===== config.mk =====
export PLATFORM = sky130hd
export DESIGN_NAME = truth_table_sweeper
export DESIGN_NICKNAME = d
export VERILOG_FILES = /design/src/rtl/truth_table_sweeper.sv
export SDC_FILE = /design/constraint.sdc
export NUM_CORES = 1
export LEC_CHECK = 0
export ABC_AREA = 1
export CAP_MARGIN = 20
export CORE_ASPECT_RATIO = 0.6
export CORE_UTILIZATION = 50
export CTS_BUF_LIST = sky130_fd_sc_hd__clkbuf_4 sky130_fd_sc_hd__clkbuf_8
export CTS_CLUSTER_SIZE = 20
export DETAILED_ROUTE_END_ITERATION = 8
export PLACE_DENSITY_LB_ADDON = 0.25
export SETUP_SLACK_MARGIN = 0.5
export SLEW_MARGIN = 30
export SYNTH_ARGS = -nofsm -noshare
export SYNTH_HDL_FRONTEND = slang
export SYNTH_SLANG_ARGS = --single-unit

===== constraint.sdc =====
create_clock -name clk -period 4.3 [get_ports clk]
set_input_delay 0.645 -clock clk [delete_from_list [all_inputs] [get_ports clk]]
set_output_delay 0.645 -clock clk [all_outputs]
set_load 0.05 [all_outputs]

===== src/rtl/truth_table_sweeper.sv =====
// Truth-table sweeper: drives a 4-input logic block through all 16 vectors and compares the measured table.
// Optional early abort on the first wrong output bit is enabled by defining SWEEP_STOP_ON_FAIL_EN.
module truth_table_sweeper #(
  parameter int SETTLE_CYCLES = 2
) (
  input  logic        clk,
  input  logic        rst,
  input  logic        start,
  input  logic [15:0] expected,
  output logic        dut_in1,
  output logic        dut_in2,
  output logic        dut_in3,
  output logic        dut_in4,
  input  logic        dut_out,
  output logic        busy,
  output logic        done,
  output logic [15:0] table_out,
  output logic        pass,
  output logic [4:0]  mismatch_count,
  output logic [1:0]  state_dbg
);

  typedef enum logic [1:0] {
    IDLE   = 2'd0,
    SETTLE = 2'd1,
    FINISH = 2'd2
  } state_t;

  localparam logic [7:0] SETTLE_INIT = 8'(SETTLE_CYCLES);

  state_t      state_q, state_d;
  logic [3:0]  idx_q, idx_d;
  logic [7:0]  cnt_q, cnt_d;
  logic [15:0] exp_q, exp_d;
  logic [15:0] work_q, work_d;
  logic        busy_q, busy_d;
  logic        done_q, done_d;
  logic [15:0] table_q, table_d;
  logic        pass_q, pass_d;
  logic [4:0]  mm_q, mm_d;
  logic [15:0] cmp_mask;
  logic [15:0] diff;

  function automatic logic [4:0] popcount16(input logic [15:0] v);
    logic [4:0] c;
    c = '0;
    for (int i = 0; i < 16; i++) c = c + {4'b0000, v[i]};
    return c;
  endfunction

  // Only vectors actually sampled take part in the comparison; after an abort
  // idx_q still points at the failing vector.
`ifdef SWEEP_STOP_ON_FAIL_EN
  assign cmp_mask = 16'hFFFF >> (4'd15 - idx_q);
`else
  assign cmp_mask = 16'hFFFF;
`endif
  assign diff = (work_q ^ exp_q) & cmp_mask;

  always_comb begin
    state_d = state_q;
    idx_d   = idx_q;
    cnt_d   = cnt_q;
    exp_d   = exp_q;
    work_d  = work_q;
    busy_d  = busy_q;
    done_d  = 1'b0;
    table_d = table_q;
    pass_d  = pass_q;
    mm_d    = mm_q;
    case (state_q)
      IDLE: begin
        if (start) begin
          idx_d   = 4'd0;
          cnt_d   = SETTLE_INIT;
          exp_d   = expected;
          work_d  = '0;
          busy_d  = 1'b1;
          state_d = SETTLE;
        end
      end
      SETTLE: begin
        if (cnt_q != 8'd0) begin
          cnt_d = cnt_q - 8'd1;
        end else begin
          work_d[idx_q] = dut_out;
`ifdef SWEEP_STOP_ON_FAIL_EN
          if (dut_out != exp_q[idx_q]) begin
            state_d = FINISH;
          end else if (idx_q != 4'd15) begin
            idx_d = idx_q + 4'd1;
            cnt_d = SETTLE_INIT;
          end else begin
            state_d = FINISH;
          end
`else
          if (idx_q != 4'd15) begin
            idx_d = idx_q + 4'd1;
            cnt_d = SETTLE_INIT;
          end else begin
            state_d = FINISH;
          end
`endif
        end
      end
      FINISH: begin
        table_d = work_q;
        mm_d    = popcount16(diff);
        pass_d  = (diff == 16'd0);
        done_d  = 1'b1;
        busy_d  = 1'b0;
        idx_d   = 4'd0;
        state_d = IDLE;
      end
      default: state_d = IDLE;
    endcase
  end

  always_ff @(posedge clk) begin
    if (rst) begin
      state_q <= IDLE;
      idx_q   <= '0;
      cnt_q   <= '0;
      exp_q   <= '0;
      work_q  <= '0;
      busy_q  <= 1'b0;
      done_q  <= 1'b0;
      table_q <= '0;
      pass_q  <= 1'b0;
      mm_q    <= '0;
    end else begin
      state_q <= state_d;
      idx_q   <= idx_d;
      cnt_q   <= cnt_d;
      exp_q   <= exp_d;
      work_q  <= work_d;
      busy_q  <= busy_d;
      done_q  <= done_d;
      table_q <= table_d;
      pass_q  <= pass_d;
      mm_q    <= mm_d;
    end
  end

  assign dut_in1        = idx_q[3];
  assign dut_in2        = idx_q[2];
  assign dut_in3        = idx_q[1];
  assign dut_in4        = idx_q[0];
  assign busy           = busy_q;
  assign done           = done_q;
  assign table_out      = table_q;
  assign pass           = pass_q;
  assign mismatch_count = mm_q;
  assign state_dbg      = state_q;

endmodule


==> Yosys cells after proc, flatten, opt, wreduce, memory -nomap -nowiden <==
Index checks and enable logic that the tools add are counted.
{ "op_classes": {"magnitude_cmp": 2, "eq_ne": 8, "n_bitwise": 1, "reduce_logical": 13, "addsub": 17, "muxes": 21} }
{ "op_table": {"columns": ["op", "n"], "rows": [
  ["$add A5 B1 Y5", 11],
  ["$mux W16", 2],
  ["$pmux W16 S2", 1],
  ["$mux W8", 3],
  ["$bwmux W16", 1],
  ["$logic_not A16 Y1", 1],
  ["$pmux W8 S2", 1],
  ["$xor A16 B16 Y16", 1],
  ["$mux W4", 3],
  ["$pmux W4 S3", 1],
  ["$reduce_and A3 Y1", 3],
  ["$ne A2 B2 Y1 const B", 4],
  ["$reduce_bool A8 Y1", 1],
  ["$sub A8 B1 Y8 const B", 1],
  ["$mux W2", 3],
  ["$add A4 B1 Y5", 1],
  ["$lt A4 B5 Y1 const B", 1],
  ["$add A3 B1 Y4", 1],
  ["$add A4 B1 Y4 const B", 1],
  ["$demux W1 S4", 1],
  ["$ge A4 B1 Y1 const B", 1],
  ["$ne A4 B4 Y1 const B", 1],
  ["$pmux W2 S2", 1],
  ["$reduce_and A2 Y1", 2],
  ["other kinds (12)", 15]
]} }
{ "word_totals": {"inputBits": 20, "ff_bits": 70, "wordCells": 72} }

==> Longest topological paths before layout <==
{ "logic_depth": {"word_depth": 16, "ltp_mapped": 17} }

==> Worst setup path before layout <==
Ideal clock, no wire load.
{ "synth_path": {"kind": "register to register", "startpoint": "reg work_q[0]", "endpoint": "reg mm_q[4], in the netlist mismatch_count[4]", "period_less_slack_ns": 3.630, "setup_time_ns": 0.070, "path_slack_ns": 0.670, "t_arrival_ns": 3.560, "stages_incl_launch_ff": 15, "path_cell_list": "dfxtp_1 > xnor2_1 > fa_1 > inv_1 > fa_1 > fa_1 > inv_1 > fa_1 > inv_1 > ha_1 > inv_1 > fa_1 > o21ai_0 > nand3_1 > a21oi_1"} }
{ "synth_between": {"elab_chain_cells": 16} }
{ "synth_lines": {"columns": ["element", "line_no", "rtl"], "rows": [
  ["start: declaration", "35", "logic [15:0] work_q, work_d;"],
  ["start signal: assignment", "136", "work_q <= work_d;"],
  ["$xor A16 B16 Y16", "58", "assign diff = (work_q ^ exp_q) & cmp_mask;"],
  ["$add A1 B1 Y2", "47", "for (int i = 0; i < 16; i++) c = c + {4'b0000, v[i]};"],
  ["$add A2 B1 Y3", "47", null],
  ["$add A3 B1 Y4", "47", null],
  ["$add A4 B1 Y5", "47", null],
  ["$add A5 B1 Y5 (11 in series)", "47", null],
  ["end signal: assignment", "141", "mm_q <= mm_d;"],
  ["end: declaration", "40", "logic [4:0] mm_q, mm_d;"]
]} }
Every way passes these cells.
A chain may end at the register's enable or synchronous reset.

==> Worst setup path in the final report <==
{ "layout_path": {"startpoint": "reg work_q[15]", "endpoint": "reg mm_q[4], in the netlist mismatch_count[4]"} }
{ "layout_between": {"elab_chain_cells": 2} }
{ "layout_lines": {"columns": ["element", "line_no"], "rows": [
  ["$xor A16 B16 Y16", "58"],
  ["$add A5 B1 Y5", "47"]
]} }
Every way passes these cells.

==> summary.md <==
| Metric | Value |
|---|---|
| Status | finished clean |
| Multiplexer share of the synthesized area | 0 |
| Floorplan die area | 0.007828 mm² |
| Sw Share | 0.3706 |
| Top cell by count, worst path | fa_1 |
| Drt wl/cell | 13.87 µm |
| Commonest non-fill, non-tap cell in the layout | nand2_1 |
| Pleak | 1.997 nW |
| Worst setup SP type | flip-flop |
| Core area | 0.006935 mm² |
| Cell count after synthesis | 531 |
| Simple-gate share of the synthesized area | 0.2976 |
| Sequential share of the synthesized area | 0.3753 |
| Via-to-Cell Ratio | 5.165 |
| Synth warn | 0 |
| CP Class | reg -> reg |
| Count of non-filler cells in the finished layout | 677 |
| Logic pwr share | 0.335 |
| Routability Congestion | 0.8908 |
| Drc violations | 0 |
| Final Cycle Share | 0.8602 |
| Die Y | 68.94 µm |
| CP max stage cell | fa_1 |
| Count of pins over their slew limit | 0 |
| Sw power | 702.4 µW |
| TritonCTS buffer count | 9 |
| Final hold slack | 0.4702 ns |
| Fmax | 0.2703 GHz |
| CP bufs+invs | 3 |
| CP Cell Sequence | nor2_2, nor2_2, fa_1, fa_1, fa_1, inv_1, fa_1, inv_1, ha_2, inv_1, fa_2, o21ai_2, nand3_1, a21oi_1 |
| Power share of the clock group | 0.283 |
| Reg clk slew, reported paths | 0.08 ns |
| Max Buffers Root-to-Sink | 2 |
| Yosys reg bits | 70 |
| Port buffer count | 49 |
| Avg Inst Size Synth | 7.031 µm² |
| Synth Area in Compound Gates | 0.1103 |
| Largest net degree at the start of global routing | 38 |
| Vias | 3497 |
| Initial antenna violation count | 0 |
| Synth Area in XOR/XNOR | 0.02580 |
| Max-cap violations | 0 |
| Min Tclk post-route | 3.699 ns |
| Area delta synth->final | 20.71% |
| Die Span X | 113.6 µm |
| Final Instance Area | 0.004507 mm² |
| Dpl cells | 659 |
| Max VDD drop | 0.2123 mV |
| CP Max Fanout | 4 |
| Setup tns final | 0 ns |
| DRT Pass-1 Iters | 5 |
| Clock sinks | 70 |
| Vias in the first global route | 3187 |
| Post-DP HPWL | 6.599 mm |
| Worst slew margin | 0.4382 |
| Iter 0 DRT Violations | 231 |
| Reg-to-reg slack, setup | 0.60 ns |
| GRT Residual Overflow | 0 |
| First-pass GRT wire length | 15.37 mm |
| RSZ-0062 raised after global routing | true |
| Largest family of logic cells by synthesized area | simple AND/OR/NAND/NOR gates |
| Initial Util | 0.5383 |
| Clk_lat worst skew | 0.36 ns |
| Synth unique cells | 28 |
| TritonCTS clock tree | built |
| CP Capture Type | flip-flop |
| Worst Tran Pin Value | 0.8376 ns |
| Syn Nets | 572 |
| Required time worst endpoint | 4.60 ns |
| Ports | 50 |
| Slowest cell delay on critical path | 0.55 ns |
| Crit path DAT | 4.00 ns |
| Commonest cells after routing, fill and taps aside | nand2_1 (98), nor2_1 (97), dfxtp_1 (63) |
| Setup ws final | 0.6011 ns |
| CTS root buffer | clkbuf_8 |
| FP Rows | 23 |
| Int Power | 1.193 mW |
| ANT cells | 0 |
| PwrDens | 420.6 mW/mm² |
| Post-Synthesis Cell Area | 0.003734 mm² |
| Placement Cell Area | 0.004225 mm² |
| Sequential fraction of design power | 0.382 |
| Family with the most delay on the worst path | adder cells |
| Worst hold path class | reg -> reg |
| H-tree Lvls | 3 |
| Filler cell count | 619 |
| Layout cells sized above 1 | 0.1040 |
| Final WL | 9.389 mm |
| GRT Total Usage | 0.2644 |
| Post-Route Skew | 0.009330 ns |
| Count of final hold-check violations | 0 |
| Adder-Cell Fraction of Synth Area | 0.09048 |
| Final setup viols | 0 |
| Place WS | 0.4082 ns |
| Fin nets | 613 |
| ANT nets after route | 0 |
-- worst register-to-register path, stage by stage, from the launching register on --
cell	delay [ns]
dfxtp_4	0.37
nor2_2	0.13
nor2_2	0.07
fa_1	0.55
fa_1	0.44
fa_1	0.54
inv_1	0.06
fa_1	0.47
inv_1	0.08
ha_2	0.18
inv_1	0.05
fa_2	0.35
o21ai_2	0.12
nand3_1	0.09
a21oi_1	0.14
-- layer usage --
layer,part of all wire,vias to the layer above,track usage
li1,-,1754,-
met1,0.51,1608,0.3656
met2,0.40,124,0.4002
met3,0.083,11,0.07605
met4,0.012,0,0.08224
met5,0,-,0
-- path summary, 6_finish.rpt --
path | startpoint | endpoint | depth (start not counted)
worst min-delay path | cnt_q[1]$_SDFFE_PP0P_ | cnt_q[1]$_SDFFE_PP0P_ | 2
worst max-delay path | work_q[15]$_SDFFE_PP0P_ | mismatch_count[4]$_SDFFE_PP0P_ | 14
worst max register to register | work_q[15]$_SDFFE_PP0P_ | mismatch_count[4]$_SDFFE_PP0P_ | 14
worst min register to register | cnt_q[1]$_SDFFE_PP0P_ | cnt_q[1]$_SDFFE_PP0P_ | 2
-- flip-flops by register name (all words and copies together), names as in the netlist --
| signal | cells |
|---|---|
| table_out | 16 |
| idx_q | 4 |
| cnt_q | 8 |
| mismatch_count | 5 |
| work_q | 16 |
| pass | 1 |
| state_dbg | 2 |
| busy | 1 |
| done | 1 |
| exp_q | 16 |
-- cell usage after synthesis --
library cell	number	share of area
nand2_4	1	0.0030
nand3_2	1	0.0027
a21oi_1	37	0.050
nor2_4	1	0.0030
nor2_2	3	0.0050
nor2_8	1	0.0054
o21ai_2	1	0.0023
buf_2	8	0.011
dfxtp_1	70	0.38
nand2_2	7	0.012
xor2_1	5	0.012
o21bai_1	1	0.0020
inv_1	61	0.061
clkbuf_2	1	0.0013
ha_1	11	0.037
inv_2	4	0.0040
nand3_1	36	0.048
o21ai_0	41	0.055
o21ai_1	1	0.0013
clkbuf_1	7	0.0070
nand4_1	9	0.015
xnor2_1	6	0.014
buf_6	4	0.012
nand2_1	99	0.10
buf_4	2	0.0040
nor3_1	1	0.0013
fa_1	10	0.054
nor2_1	102	0.10
-- area by class of cell --
type	count	area [µm²]	area share
multi-input combinational	374	2011	0.4461
sequential	70	1415	0.3140
timing repair buffer	52	513.0	0.1138
tap	100	125.1	0.02776
inverter	65	244.0	0.05414
clock inverter	7	75.07	0.01666
clock buffer	9	123.9	0.02748
-- metrics by stage --
step	power [mW]	util
2_1_floorplan	1.185	-
6_report	1.896	0.6498
3_5_place_dp	1.327	0.6092
4_1_cts	1.874	0.6448
5_1_grt	2.013	0.6498
3_3_place_gp	1.301	0.6092
-- logic make-up after synthesis --
family | count (synthesis)
simple gates | 261
compound gates | 81
buf+inv | 87
xor+xnor | 11
fa+ha+maj | 21
flops | 70
-- power groups by stage --
| stage | Combinational, mW | Clock [mW] | Sequential [mW] |
|---|---|---|---|
| 2_1_floorplan | 0.405 | 0 | 0.780 |
| 3_3_place_gp | 0.566 | 0 | 0.734 |
| 3_5_place_dp | 0.590 | 0 | 0.737 |
| 4_1_cts | 0.605 | 0.545 | 0.724 |
| 5_1_grt | 0.714 | 0.569 | 0.730 |
| 6_report | 0.636 | 0.536 | 0.724 |
-- what timing repair did --
action	CTS	global route
endpoints found under the setup margin	3	4
pin swaps	6	8
buffers inserted	1	1
resized for setup	14	13
hold buffers	0	0
No activity file was read; power rests on OpenSTA's default activity.
